### src/rtl/text_pkg.sv
// Shared character codes and FSM state type for the on-screen text writer.
package text_pkg;

  localparam logic [7:0] CHAR_BS    = 8'h08;
  localparam logic [7:0] CHAR_LF    = 8'h0A;
  localparam logic [7:0] CHAR_FF    = 8'h0C;
  localparam logic [7:0] CHAR_CR    = 8'h0D;
  localparam logic [7:0] CHAR_SPACE = 8'h20;

  typedef enum logic {
    IDLE  = 1'b0,
    CLEAR = 1'b1
  } state_t;

endpackage

### src/rtl/text_cursor_ctr.sv
// X/Y cell cursor with inc/dec/cr/lf/home controls; wraps by explicit compare,
// so non-power-of-two table sizes work. Priority: home > inc > dec > cr > lf.
module text_cursor_ctr #(
  parameter int COLUMNS = 12,
  parameter int ROWS    = 2
) (
  input  logic                       i_clk,
  input  logic                       i_rst,
  input  logic                       inc,
  input  logic                       dec,
  input  logic                       cr,
  input  logic                       lf,
  input  logic                       home,
  output logic [$clog2(COLUMNS)-1:0] x,
  output logic [$clog2(ROWS)-1:0]    y
);

  localparam int XW = $clog2(COLUMNS);
  localparam int YW = $clog2(ROWS);
  localparam logic [XW-1:0] X_LAST = XW'(COLUMNS - 1);
  localparam logic [YW-1:0] Y_LAST = YW'(ROWS - 1);

  logic [YW-1:0] y_next_row;

  assign y_next_row = (y == Y_LAST) ? '0 : y + 1'b1;

  always_ff @(posedge i_clk) begin
    if (i_rst) begin
      x <= '0;
      y <= '0;
    end else if (home) begin
      x <= '0;
      y <= '0;
    end else if (inc) begin
      if (x == X_LAST) begin
        x <= '0;
        y <= y_next_row;
      end else begin
        x <= x + 1'b1;
      end
    end else if (dec) begin
      // Backspace stops at column 0 and never crosses rows
      if (x != '0) x <= x - 1'b1;
    end else if (cr) begin
      x <= '0;
    end else if (lf) begin
      x <= '0;
      y <= y_next_row;
    end
  end

endmodule

### src/rtl/text_cursor_writer.sv
// Character stream -> text table write port with cursor, control codes and full-screen clear.
// Writes are registered (1 cycle); o_ready drops during clear. Optional CLEAR_ON_RESET_EN blanks the table after reset.
module text_cursor_writer
  import text_pkg::*;
#(
  parameter int COLUMNS       = 12,
  parameter int ROWS          = 2,
  parameter int FONT_NUM_CHAR = 256
) (
  input  logic                             i_clk,
  input  logic                             i_rst,
  input  logic [$clog2(FONT_NUM_CHAR)-1:0] i_char,
  input  logic                             i_char_dv,
  output logic                             o_ready,
  output logic [$clog2(FONT_NUM_CHAR)-1:0] o_wr_character,
  output logic [$clog2(COLUMNS)-1:0]       o_wr_x_pos,
  output logic [$clog2(ROWS)-1:0]          o_wr_y_pos,
  output logic                             o_wr_en,
  output logic [$clog2(COLUMNS)-1:0]       o_cursor_x,
  output logic [$clog2(ROWS)-1:0]          o_cursor_y,
  output logic                             o_busy
);

  localparam int CW    = $clog2(FONT_NUM_CHAR);
  localparam int XW    = $clog2(COLUMNS);
  localparam int YW    = $clog2(ROWS);
  localparam int CELLS = COLUMNS * ROWS;
  localparam int IW    = $clog2(CELLS);
  localparam logic [IW-1:0] LAST_CELL = IW'(CELLS - 1);

`ifdef CLEAR_ON_RESET_EN
  localparam state_t RST_STATE = CLEAR;
`else
  localparam state_t RST_STATE = IDLE;
`endif

  state_t        state, state_nxt;
  logic          accept, clr_step, clr_last;
  logic          is_bs, is_lf, is_ff, is_cr, is_print;
  logic          cur_inc, cur_dec, cur_cr, cur_lf, cur_home;
  logic [XW-1:0] clr_x;
  logic [YW-1:0] clr_y;
  logic [IW-1:0] clr_idx;

  assign is_bs    = (i_char == CW'(CHAR_BS));
  assign is_lf    = (i_char == CW'(CHAR_LF));
  assign is_ff    = (i_char == CW'(CHAR_FF));
  assign is_cr    = (i_char == CW'(CHAR_CR));
  assign is_print = !(is_bs || is_lf || is_ff || is_cr);
  assign clr_last = (clr_idx == LAST_CELL);

  always_ff @(posedge i_clk) begin
    if (i_rst) state <= RST_STATE;
    else       state <= state_nxt;
  end

  always_comb begin
    state_nxt = state;
    case (state)
      IDLE:    if (accept && is_ff) state_nxt = CLEAR;
      CLEAR:   if (clr_last) state_nxt = IDLE;
      default: state_nxt = IDLE;
    endcase
  end

  always_comb begin
    o_ready  = 1'b0;
    o_busy   = 1'b0;
    clr_step = 1'b0;
    case (state)
      IDLE:  o_ready = !i_rst;
      CLEAR: begin
        o_busy   = !i_rst;
        clr_step = 1'b1;
      end
      default: ;
    endcase
    accept   = o_ready && i_char_dv;
    cur_inc  = accept && is_print;
    cur_dec  = accept && is_bs && (o_cursor_x != '0);
    cur_cr   = accept && is_cr;
    cur_lf   = accept && is_lf;
    cur_home = clr_step && clr_last;
  end

  text_cursor_ctr #(.COLUMNS(COLUMNS), .ROWS(ROWS)) u_cursor (
    .i_clk (i_clk),
    .i_rst (i_rst),
    .inc   (cur_inc),
    .dec   (cur_dec),
    .cr    (cur_cr),
    .lf    (cur_lf),
    .home  (cur_home),
    .x     (o_cursor_x),
    .y     (o_cursor_y)
  );

  // Second counter walks the clear in row-major order and wraps back to (0,0) on its own
  text_cursor_ctr #(.COLUMNS(COLUMNS), .ROWS(ROWS)) u_clear_walk (
    .i_clk (i_clk),
    .i_rst (i_rst),
    .inc   (clr_step),
    .dec   (1'b0),
    .cr    (1'b0),
    .lf    (1'b0),
    .home  (accept && is_ff),
    .x     (clr_x),
    .y     (clr_y)
  );

  always_ff @(posedge i_clk) begin
    if (i_rst) begin
      o_wr_en        <= 1'b0;
      o_wr_character <= '0;
      o_wr_x_pos     <= '0;
      o_wr_y_pos     <= '0;
      clr_idx        <= '0;
    end else begin
      o_wr_en <= 1'b0;
      if (clr_step) begin
        o_wr_en        <= 1'b1;
        o_wr_character <= CW'(CHAR_SPACE);
        o_wr_x_pos     <= clr_x;
        o_wr_y_pos     <= clr_y;
        clr_idx        <= clr_last ? '0 : clr_idx + 1'b1;
      end else if (cur_inc) begin
        o_wr_en        <= 1'b1;
        o_wr_character <= i_char;
        o_wr_x_pos     <= o_cursor_x;
        o_wr_y_pos     <= o_cursor_y;
      end else if (cur_dec) begin
        o_wr_en        <= 1'b1;
        o_wr_character <= CW'(CHAR_SPACE);
        o_wr_x_pos     <= o_cursor_x - 1'b1;
        o_wr_y_pos     <= o_cursor_y;
      end
    end
  end

endmodule

### config.mk
export PLATFORM = sky130hd
export DESIGN_NAME = text_cursor_writer
export DESIGN_NICKNAME = d
export VERILOG_FILES = /design/src/rtl/text_pkg.sv /design/src/rtl/text_cursor_ctr.sv /design/src/rtl/text_cursor_writer.sv
export SDC_FILE = /design/constraint.sdc
export NUM_CORES = 1
export LEC_CHECK = 0
export CAP_MARGIN = 15
export CORE_MARGIN = 8
export CORE_UTILIZATION = 51
export DETAILED_ROUTE_END_ITERATION = 10
export PLACE_DENSITY = 0.79
export SLEW_MARGIN = 10
export SYNTH_ARGS = -nofsm -noshare
export SYNTH_HDL_FRONTEND = slang
export SYNTH_SLANG_ARGS = --single-unit
### constraint.sdc
create_clock -name i_clk -period 2.5 [get_ports i_clk]
set_input_delay 0.75 -clock i_clk [delete_from_list [all_inputs] [get_ports i_clk]]
set_output_delay 0.75 -clock i_clk [all_outputs]
set_load 0.03 [all_outputs]
==> results of run 1 <==
[worst max-delay path by stage]
stage	startpoint	cells after the start	endpoint
after floorplan	i_rst	8	u_cursor.x[3]
after global placement	i_char[1]	5	u_cursor.x[0]
after detailed placement	i_char[1]	6	o_wr_y_pos
after CTS	i_rst	4	o_ready
after global routing	i_rst	4	o_ready
final	i_rst	4	o_ready
[layer usage]
metal / vias to the layer above / global-route usage, % / part of all wire [%]
li1: 788 / - / -
met1: 783 / 21.7 / 42
met2: 72 / 32.0 / 48
met3: 8 / 6.75 / 8.0
met4: 0 / 7.03 / 1.6
met5: - / 0 / 0
[placed cells by master (no fill, tap or decap), types with 2 or more instances in the layout]
cell type,n
and2_1,3
a22o_1,6
a31oi_1,3
a31o_2,2
mux2i_1,4
nand2b_1,3
o21ai_0,10
xnor2_1,2
nor2_2,3
a2111oi_4,2
nor3b_1,3
dfxtp_1,30
a211oi_1,2
nand3_1,10
inv_1,5
bufinv_16,2
ha_1,4
o21ai_1,3
nand2_1,15
a21oi_1,13
buf_4,23
and3_1,2
nand3b_1,2
nand4_1,3
nor4_1,3
xor2_1,2
nor3_1,5
clkbuf_4,5
nor2_1,19
clkdlybuf4s50_1,29
[layout make-up]
cell class                 instances  share of cell area [%]
timing repair buffer              52                    21.2
inverter                           6                    1.03
clock inverter                     2                    2.75
tap                               44                    2.52
multi-input combinational        142                    42.7
clock buffer                       6                    2.35
sequential                        30                    27.5
[report_power, final]
group | switching [mW] | internal (mW)
Combinational | 0.0981 | 0.0816
Clock | 0.178 | 0.339
Sequential | 0.0143 | 0.492
[worst max-delay path, cell delays in order]
cell	delay (ps)
clkdlybuf4s50_1	490
nor2_2	170
buf_4	150
buf_4	150
[logic make-up after synthesis]
group	Yosys count
simple gates	74
compound gates	56
flops	30
buf+inv	17
xor+xnor	4
mux	4
fa+ha+maj	4
[metrics by stage]
| stage | cells | TNS (ps) | power [mW] | hold WS [ps] | area, µm² |
|---|---|---|---|---|---|
| floorplan | 189 | 0 | 0.613 | 483 | 1600 |
| global placement | 274 | 0 | 0.690 | 456 | 2070 |
| detailed placement | 274 | -13.9 | 0.694 | 465 | 2070 |
| CTS | 282 | 0 | 1.21 | 489 | 2180 |
| global route | 282 | 0 | 1.24 | 510 | 2190 |
| finish | 282 | 0 | 1.20 | 487 | 2190 |
[state kept, by name (all words and copies together), names as in the netlist]
register	count
o_wr_character	8
clr_idx	5
o_wr_x_pos	4
u_clear_walk.x	4
u_cursor.x	4
o_wr_en	1
o_wr_y_pos	1
state	1
u_clear_walk.y	1
u_cursor.y	1
[what timing repair did]
action                                  4_1_cts  5_1_grt
endpoints found under the setup margin        0        1
hold buffers                                  0        0
hold endpoints to repair                      0        0
gates resized for setup                       0        1
==> impl_metrics.py, run 1 <==
metrics = {
    "outcome": {
        "status": "finished clean",
    },
    "synthesis": {
        "synthCells": 189,
        "syn_nets": 204,
        "avgSynthCellArea_um2": 8.47,
        "synth_area_leader_cell": "dfxtp_1",
        "ys_seq_area_share_pct": 37.5,
        "yosys_warnings": 0,
        "synthSimpleGateAreaFrac_pct": 23.2,
        "synth-edff-count": 0,
        "synth_flop_cell": "dfxtp_1",
        "synth_top_family_by_area": "compound AO/OA/AOI/OAI gates",
        "synth-xor-area-share_pct": 2.19,
        "yosys.cell_count.top_type": "dfxtp_1",
        "synth_common_cells": "dfxtp_1 (30), nor2_1 (20), nand2_1 (15), a21oi_1 (13)",
        "synth_cell_types": 47,
        "synth.top_cell.area_share_pct": 37.5,
        "muxShareOfSynthArea_pct": 2.50,
        "ys_ff_latch": 30,
        "netlist_area_mm2": 0.00160,
        "synthArstFlopShare_pct": 0,
        "synth-compound-area-share_pct": 27.2,
        "ys_top_cells_by_area": "dfxtp_1 (38%), nor2_1 (4.7%), a21oi_1 (4.1%)",
        "synth_fa_ha_area_share_pct": 3.13,
    },
    "global_route": {
        "antenna_found_initial": 0,
        "grt_use_total_pct": 19.1,
        "first_global_vias": 1687,
        "grt_max_degree": 20,
        "grt_pass1_wl_um": 7950,
        "grt.overflow.total": 0,
    },
    "sta": {
        "final.setup.worst_slack_ps": 35.1,
        "fmax_ghz": 0.406,
        "period_share_pct": 98.6,
        "worst_clock_skew_ps": 13.9,
        "maxSlewViolCount": 0,
        "setup_viol_count_final": 0,
        "rsz0062_at_grt": "no",
        "hold_violations": 0,
        "slew_headroom_pct": 67.3,
        "worst_slew_pin_slew_ps": 486,
        "fin_crit_ps": 2460,
    },
    "floorplan": {
        "num_rows": 20,
        "initial_core_util_pct": 52.9,
        "die_height_um": 72.0,
        "core_mm2": 0.00303,
        "die_area_mm2": 0.00519,
        "die_w_um": 72.0,
        "ios": 32,
    },
    "placement": {
        "place_hpwl_um": 3410,
        "io_buffers": 31,
        "gp_congestion": 0.896,
        "dpl_worst_slack_ps": -11.9,
    },
    "layout": {
        "multi_input_area_um2": 935,
        "fin_nets": 252,
        "fillers": 255,
        "drive_gt1_share_pct": 18.5,
        "ff_latch_area_um2": 601,
        "diodes": 0,
        "final_util_pct": 72.2,
        "syn_to_final_growth_pct": 36.6,
    },
    "setup_path": {
        "crit_required_ps": 1750,
        "critPathMaxFanout": 4,
        "cp.arrival_ps": 1710,
        "cp-end-kind": "primary output",
        "critPathLaunchType": "primary input",
        "path_class": "primary input to primary output",
        "rr_worst_depth": 6,
        "r2r_slack_ps": 430,
        "crit-reg2reg-launch": "u_cursor.x[0]",
        "r2r-end": "u_cursor.x[0]",
    },
    "power_and_ir_drop": {
        "p_per_area_mw_per_mm2": 550,
        "ir_drop_mv": 0.385,
        "leakage_nw": 0.797,
    },
    "min_path": {
        "hold_depth": 1,
        "hold_end": "o_wr_character[6]",
        "min_from": "o_wr_character[6]",
        "min_path_type": "flip-flop to flip-flop",
    },
    "drt": {
        "wirelength_um": 4580,
        "ant_nets": 0,
        "route.detailed.drc": 0,
        "vias": 1651,
        "avgRoutedWirePerCell_um": 16.2,
        "viasPerCell": 5.85,
        "dr.pass1.iters": 4,
        "drt_iter0_drc": 112,
    },
    "clock_network": {
        "cts_tree": "yes",
        "cts_setup_buffers": 0,
        "cts.clk_slew.worst_paths_ps": 100,
        "cts.path.max_buffers": 2,
        "cts_buffers": 5,
        "cts_sinks": 30,
        "clock_latency_ps": 340,
        "root_buffer": "clkbuf_4",
        "cts_max_level": 2,
    },
    "job": {
        "cap_viol_max_count": 0,
    },
}
No activity file was read; power rests on OpenSTA's default activity.
==> run 2: changes to the inputs <==
- CORE_ASPECT_RATIO: not set -> 1.75
- CTS_CLUSTER_DIAMETER: not set -> 120
==> run 2 against run 1 <==
- clock power fell by 28%
- wire length rose by 1.9%
- total power fell by 12%
- sequential share of layout area rose by 0.27 points
- cell area fell by 0.97%
- critical path depth fell by 1
- largest cell class unchanged
==> impl_metrics.py, run 2 (same netlist as run 1, synthesis figures left out) <==
metrics = {
    "layout": {
        "final_cell_area_mm2": 0.00217,
        "syn_to_final_growth_pct": 35.2,
        "top_register": "o_wr_character",
        "final_cell_mix": "dfxtp_1 (30), clkdlybuf4s50_1 (29), buf_4 (25)",
        "fin_cells": 282,
        "largest_reg_flops": 8,
        "drive_gt1_share_pct": 18.4,
        "largestRegisters": "o_wr_character x8, clr_idx x5",
        "fin_nets": 254,
        "fillers": 238,
        "final_common_cell": "dfxtp_1",
        "diodes": 0,
    },
    "global_route": {
        "antenna_found_initial": 0,
        "grt_pass1_wl_um": 7930,
        "grt_use_total_pct": 19.1,
        "first_global_vias": 1659,
        "grt_max_degree": 16,
        "grt.overflow.total": 0,
    },
    "clock_network": {
        "cts.path.max_buffers": 2,
        "cts_buffers": 5,
        "cts_tree": "yes",
        "cts_setup_buffers": 0,
        "cts_resized": 0,
        "clock_latency_ps": 290,
        "cts_sinks": 30,
        "cts_hold_buffers": 0,
        "root_buffer": "clkbuf_8",
        "cts_max_level": 2,
        "cts.clk_slew.worst_paths_ps": 60,
    },
    "setup_path": {
        "critPathBufInv": 2,
        "critical_path.top_delay_family": "buffers and inverters",
        "cp.arrival_ps": 1680,
        "path_class": "primary input to primary output",
        "crit_path_top_delay_cell": "clkdlybuf4s50_1",
        "cp-end-kind": "primary output",
        "critPathMaxFanout": 4,
        "path_cells": "clkdlybuf4s50_1 -> nor2_1 -> buf_4",
        "max_stage_delay_ps": 460,
        "critPathLaunchType": "primary input",
        "crit_required_ps": 1750,
    },
    "floorplan": {
        "initial_core_util_pct": 52.1,
        "die_height_um": 90.1,
        "die_area_mm2": 0.00526,
        "die_w_um": 58.4,
        "core_mm2": 0.00307,
        "num_rows": 27,
        "ios": 32,
    },
    "power_and_ir_drop": {
        "ir_drop_mv": 0.425,
        "switching_share_pct": 28.2,
        "leakage_nw": 0.793,
        "power_frac_comb_pct": 17.6,
        "p_seq_share_pct": 47.4,
        "p_switching_mw": 0.300,
        "internal_power_mw": 0.764,
        "clock_power_share_pct": 35.0,
        "p_per_area_mw_per_mm2": 491,
    },
    "sta": {
        "slew_headroom_pct": 62.6,
        "setup_tns_ps": 0,
        "worst_clock_skew_ps": 1.68,
        "rsz0062_at_grt": "no",
        "hold_violations": 0,
        "final.setup.worst_slack_ps": 74.9,
        "fin_crit_ps": 2430,
        "period_share_pct": 97.0,
        "worst_slew_pin_slew_ps": 555,
        "setup_viol_count_final": 0,
        "fmax_ghz": 0.412,
        "maxSlewViolCount": 0,
    },
    "drt": {
        "drt_iter0_drc": 57,
        "ant_nets": 0,
        "viasPerCell": 5.87,
        "avgRoutedWirePerCell_um": 16.6,
        "vias": 1654,
        "dr.pass1.iters": 4,
        "wirelength_um": 4670,
        "route.detailed.drc": 0,
    },
    "min_path": {
        "min_path_type": "flip-flop to flip-flop",
    },
    "placement": {
        "dpl_worst_slack_ps": -72.7,
        "place_area_mm2": 0.00209,
        "gp_congestion": 0.896,
        "io_buffers": 31,
        "place_hpwl_um": 3650,
        "place_inst": 275,
    },
    "outcome": {
        "status": "finished clean",
    },
    "job": {
        "cap_viol_max_count": 0,
    },
}
==> run 2: changes by cell type in the layout (fill, tap and decap cells not counted) <==
cell	change
clkbuf_8	+4
nor2_1	+1
buf_4	+2
bufinv_16	-2
nor2_2	-1
clkbuf_4	-5
clkinv_2	+2
==> run 2: worst paths after layout <==
path	cells past startpoint	from	slack, ps	to
worst min register to register	1	o_wr_character[6]	490	o_wr_character[6]
worst max register to register	6	u_cursor.x[1]	480	o_wr_character[2]
worst max-delay path	3	i_rst	70	o_ready
worst min-delay path	1	o_wr_character[6]	490	o_wr_character[6]
==> run 2: layout make-up <==
| cell class | count | area, µm² | share of cell area [%] |
|---|---|---|---|
| Timing Repair Buffer | 54 | 478 | 22.1 |
| Sequential cell | 30 | 601 | 27.7 |
| Clock buffer | 5 | 68.8 | 3.18 |
| Inverter | 6 | 22.5 | 1.04 |
| Tap cell | 43 | 53.8 | 2.48 |
| Multi-Input combinational cell | 142 | 932 | 43.0 |
| Clock inverter | 2 | 10.0 | 0.462 |
==> run 2: per-stage QoR <==
stage	total power, mW	hold slack, ps	utilization, %
2_1_floorplan	0.613	483	-
3_3_place_gp	0.696	459	67.9
3_5_place_dp	0.701	467	67.9
4_1_cts	1.07	487	70.5
5_1_grt	1.10	509	70.5
6_report	1.06	488	70.5
==> run 2: power by group through the flow <==
| stage | combinational, mW | clock (mW) | sequential [mW] |
|---|---|---|---|
| floorplan | 0.0736 | 0 | 0.540 |
| global placement | 0.182 | 0 | 0.513 |
| detailed placement | 0.187 | 0 | 0.514 |
| CTS | 0.187 | 0.375 | 0.504 |
| global route | 0.201 | 0.398 | 0.505 |
| finish | 0.188 | 0.372 | 0.504 |
==> run 2: worst reg2reg max path: stages, from the launching register on <==
cell and delay (ps):
dfxtp_1 500, inv_1 80, ha_1 300, a2111o_1 520, nand2_1 150, a21boi_2 120
a22o_1 250
==> run 2: per-layer routing <==
metal	track usage, %	routed length (µm)
met3	4.28	135
met1	18.6	1680
met2	34.3	2620
met5	0	0
met4	11.5	234
